### config.mk
export PLATFORM = sky130hd
export DESIGN_NAME = score_keeper
export DESIGN_NICKNAME = d
export VERILOG_FILES = /design/src/rtl/score_keeper.sv
export SDC_FILE = /design/constraint.sdc
export NUM_CORES = 1
export LEC_CHECK = 0
export CORE_ASPECT_RATIO = 0.7
export CORE_MARGIN = 2
export CORE_UTILIZATION = 43
export DETAILED_ROUTE_END_ITERATION = 16
export PLACE_DENSITY = 0.83
export SYNTH_ARGS = -nofsm -noshare
export SYNTH_HDL_FRONTEND = slang
export SYNTH_SLANG_ARGS = --single-unit
### constraint.sdc
create_clock -name clock -period 2.1 [get_ports clock]
set_input_delay 0.525 -clock clock [delete_from_list [all_inputs] [get_ports clock]]
set_output_delay 0.525 -clock clock [all_outputs]
set_load 0.005 [all_outputs]
### src/rtl/score_keeper.sv
// Multi-player match score keeper: edge-counted wins, saturating scores, thermometer LED display.
// Optional macro SCORE_KEEPER_BLINK_EN makes the winner's LED field blink in OVER instead of holding steady.
module score_keeper #(
  parameter int NUM_PLAYERS = 2,
  parameter int SCORE_W     = 4,
  parameter int WIN_TARGET  = 5,
  parameter int BLINK_DIV   = 50_000_000
) (
  input  logic                           clock,
  input  logic                           reset,
  input  logic [NUM_PLAYERS-1:0]         win_in,
  input  logic                           clear_match,
  output logic [NUM_PLAYERS*SCORE_W-1:0] scores,
  output logic                           match_over,
  output logic [1:0]                     winner,
  output logic [15:0]                    LED
);

  localparam int FIELD_W = 16 / NUM_PLAYERS;

  typedef enum logic [0:0] {PLAY, OVER} state_t;

  state_t                   state_q, state_d;
  logic [SCORE_W-1:0]       score_q [NUM_PLAYERS];
  logic [SCORE_W-1:0]       score_d [NUM_PLAYERS];
  logic [1:0]               winner_q, winner_d;
  logic [NUM_PLAYERS-1:0]   winPrev_q;
  logic                     armed_q;
  logic [NUM_PLAYERS-1:0]   winEdge;
  logic                     targetHit;
  logic                     blinkOff;

  // armed_q masks the first cycle after reset so a level already high at release is not an edge
  always_ff @(posedge clock or negedge reset) begin
    if (!reset) begin
      state_q   <= PLAY;
      winner_q  <= 2'd0;
      winPrev_q <= '0;
      armed_q   <= 1'b0;
      for (int i = 0; i < NUM_PLAYERS; i++) score_q[i] <= '0;
    end else begin
      state_q   <= state_d;
      winner_q  <= winner_d;
      winPrev_q <= win_in;
      armed_q   <= 1'b1;
      for (int i = 0; i < NUM_PLAYERS; i++) score_q[i] <= score_d[i];
    end
  end

  always_comb begin
    winEdge   = armed_q ? (win_in & ~winPrev_q) : '0;
    state_d   = state_q;
    winner_d  = winner_q;
    targetHit = 1'b0;
    for (int i = 0; i < NUM_PLAYERS; i++) score_d[i] = score_q[i];

    if (clear_match) begin
      state_d  = PLAY;
      winner_d = 2'd0;
      for (int i = 0; i < NUM_PLAYERS; i++) score_d[i] = '0;
    end else if (state_q == PLAY) begin
      for (int i = 0; i < NUM_PLAYERS; i++) begin
        if (winEdge[i] && (score_q[i] < SCORE_W'(WIN_TARGET)))
          score_d[i] = score_q[i] + 1'b1;
      end
      // descending scan so the lowest-index finisher is the last assignment and wins ties
      for (int i = NUM_PLAYERS - 1; i >= 0; i--) begin
        if (score_d[i] == SCORE_W'(WIN_TARGET)) begin
          targetHit = 1'b1;
          winner_d  = 2'(i);
        end
      end
      if (targetHit) state_d = OVER;
    end
  end

`ifdef SCORE_KEEPER_BLINK_EN
  localparam int CNT_W = (BLINK_DIV > 1) ? $clog2(BLINK_DIV) : 1;

  logic [CNT_W-1:0] blinkCnt_q;
  logic             blinkPhase_q;

  always_ff @(posedge clock or negedge reset) begin
    if (!reset) begin
      blinkCnt_q   <= '0;
      blinkPhase_q <= 1'b0;
    end else if ((state_q == PLAY) && (state_d == OVER)) begin
      blinkCnt_q   <= '0;
      blinkPhase_q <= 1'b0;
    end else if (blinkCnt_q == CNT_W'(BLINK_DIV - 1)) begin
      blinkCnt_q   <= '0;
      blinkPhase_q <= ~blinkPhase_q;
    end else begin
      blinkCnt_q   <= blinkCnt_q + 1'b1;
    end
  end

  assign blinkOff = blinkPhase_q;
`else
  assign blinkOff = 1'b0;
`endif

  always_comb begin
    LED = '0;
    for (int i = 0; i < NUM_PLAYERS; i++) begin
      for (int b = 0; b < FIELD_W; b++) begin
        if ((state_q == OVER) && (winner_q == 2'(i)))
          LED[i*FIELD_W + b] = ~blinkOff;
        else
          LED[i*FIELD_W + b] = (int'(score_q[i]) > b);
      end
    end
  end

  always_comb begin
    for (int i = 0; i < NUM_PLAYERS; i++) scores[i*SCORE_W +: SCORE_W] = score_q[i];
  end

  assign match_over = (state_q == OVER);
  assign winner     = winner_q;

endmodule

==> reports/metrics.yaml <==
route:
  wl_per_cell_um: 13.30
  dr.pass1.iters: 4
  ant_nets: 0
  vias: 803
  viasPerCell: 4.896
  wl_mm: 2.181
  drt_iter0_markers: 9
  drc: 0
pwr:
  power.share.clock_pct: 30.8
  net-switching-power_uw: 120.3
  p_int_uw: 368.0
  p_seq_share_pct: 53.0
  pwr-share-comb_pct: 16.3
  p_sw_share_pct: 24.64
  irDropWorstVdd_v: 0.0003453
  p_per_area_nw_per_um2: 362.0
  power_leakage_uw: 0.0007162
critical_path:
  slowest_delay_ns: 0.40
  critPathMaxFanout: 3
  critical_path_class: "flop to primary output"
  cp_slowest_cell: "dfrtp_1"
  worstSetupEndpointType: "primary output"
  arrival_ns: 1.51
  critPathMostFrequentCell: "inv_2"
  required_ns: 1.57
  start_kind: "flop"
  crit_chain: "inv_2 > a21oi_2 > inv_2 > nor2_4 > buf_6 > o21ai_1 > dlygate4sd2_1"
hold_path:
  min_path_type: "input port to asynchronous set/reset pin"
synthesis:
  yosys_warnings: 0
  syn_inst: 96
  synthTopCellsByArea: "dfrtp_1, ha_1, xnor2_1, nor2_1, inv_1"
  synth_seq_cells: 13
  synth_fp_nets: 111
  yosysTopAreaCell: "dfrtp_1"
  ys_types: 27
  synth.avg_cell_area_um2: 9.189
  seq_area_frac_synth_pct: 36.88
  synth_top_area_share_pct: 36.88
  synth_area_um2: 882.1
sta:
  hold_slack_ns: 0.6255
  clock_skew_ns: 0.0006435
  period_share_pct: 96.76
  setup_ws_ns: 0.06812
  period_needed_ns: 2.032
  slew-limit-headroom_pct: 60.16
  fmax_mhz: 492.2
  worst_slew_pin_slew_ns: 0.5957
  setup_tns_ns: 0
  maxSlewViolCount: 0
  hold_violations: 0
  setup_viol: 0
run_status:
  outcome: "finished, final reports clean"
grt:
  grt_max_degree: 14
  grt_pass1_vias: 766
  grt_pass1_wl_mm: 3.629
  grt_overflow: 0
  track_usage_pct: 19.69
  antenna_found_initial: 0
floorplanning:
  core-area_um2: 1903
  ios: 32
  die-area_um2: 2436
  start_util_pct: 46.35
  fp.dieW_um: 58.14
  num_rows: 13
  die_h_um: 41.90
finish:
  area_growth_syn_to_layout_pct: 52.91
  n_antenna_cell: 0
  drive_gt1_share_pct: 21.13
  fin_cells: 164
  post-route-util_pct: 70.87
  fin_nets: 158
placed_design:
  port_buffers: 30
  post-place-cells: 154
  hpwl_mm: 1.739
  place_ws_ns: 0.08873
  finalWeightedCongestion: 0.8651
clock_network:
  ctsHoldBuffers: 0
  clkTransAtPathRegs_ns: 0.07
  clockBufferDepth: 2
  cts_tree: "built"
  cts_buffers: 3
  cts-root-buf: "clkbuf_4"
  clkLatencyLatePin_ns: 0.27
  htreeDepth: 1
  cts_sinks: 13
flow_run:
  maxCapViolations: 0
cell type report:
| class | count | area (um2) |
|---|---|---|
| Inverter | 12 | 45.04 |
| Fill cell | 149 | 554.3 |
| Clock buffer | 4 | 26.28 |
| Sequential cell | 13 | 325.3 |
| Timing Repair Buffer | 44 | 404.1 |
| Multi-Input combinational cell | 69 | 520.5 |
| Tap cell | 22 | 27.53 |
per-layer routing:
layer | track usage, % | share of wire [%] | vias to the layer above
met5 | 0 | 0 | -
li1 | - | - | 413
met3 | 6.854 | 5.0 | 4
met4 | 5.116 | 0.92 | 0
met2 | 29.32 | 47 | 23
met1 | 27.13 | 47 | 363
cell usage after synthesis:
library cell and n:
dfrtp_1 13, nor2_1 12, inv_1 11, ha_1 10, nand2_1 8, o21ai_0 8, xnor2_1 6, mux2i_1 4
a21oi_1 2, a41oi_1 2, conb_1 2, nor3_1 2, o31ai_1 2, a31oi_1 1, and2_1 1, and4bb_1 1
buf_1 1, buf_4 1, inv_2 1, nor3b_2 1, nor4_1 1, nor4_2 1, o2111a_2 1, o211a_4 1
o211ai_1 1, o21ai_1 1, o21ai_2 1
worst max-delay path, delay by kind of cell (launching register included):
family | cells | cell delay (ns)
simple gates | 1 | 0.11
buf+inv | 4 | 0.50
compound gates | 2 | 0.22
flops | 1 | 0.40
cells in the final DEF, fill, tap and decap left out, drive strengths merged, types with 4 or more instances in the layout:
master | netlist | routed
clkbuf | 0 | 4
o21ai | 10 | 10
clkdlybuf4s15 | 0 | 4
xnor2 | 6 | 6
inv | 12 | 12
dlygate4sd2 | 0 | 8
clkdlybuf4s50 | 0 | 16
nor2 | 12 | 12
mux2i | 4 | 4
dfrtp | 13 | 13
buf | 2 | 14
nand2 | 8 | 8
ha | 10 | 10
cells by family after synthesis:
family	share of synthesized area, %
simple gates	15.32
compound gates	15.89
buf+inv	6.383
flops	36.88
fa+ha+maj	14.18
xor+xnor	5.957
mux	4.539
other cells	0.8514
power groups by stage:
stage	Sequential, uW	Clock (uW)	Combinational, uW
finish	259	150	79.4
global route	259	169	86.9
CTS	259	154	78.8
detailed placement	264	0	79.7
global placement	264	0	77.1
floorplan	267	0	33.5
flip-flops by register name, summed over array words and instances (netlist names):
name / cells
winner: 1
winPrev_q: 2
scores: 8
armed_q: 1
match_over: 1
metrics by stage:
stage	total power, uW	instance area, um2
6_report	488.3	1349
5_1_grt	515.6	1349
4_1_cts	490.8	1328
3_5_place_dp	344.1	1259
3_3_place_gp	340.8	1259
2_1_floorplan	301.0	882.1
path summary, 6_finish.rpt:
kind	startpoint	to	slack, ns	depth (start not counted)
setup / recovery	winner[0]	LED[1]	0.07	7
hold / removal	reset	scores[4]	0.63	1
setup reg to reg	scores[0]	winner[0]	0.46	8
hold reg to reg	scores[3]	scores[3]	0.67	3
max in group asynchronous	reset	scores[3]	1.09	1
min in group clock	scores[3]	scores[3]	0.67	3
what timing repair did:
action / CTS / global route
buffers inserted: 5 / 1
resized for setup: 20 / 8
pin swaps: 3 / 4
endpoints found under the setup margin: 12 / 5
(Power assumes the default switching activity.)
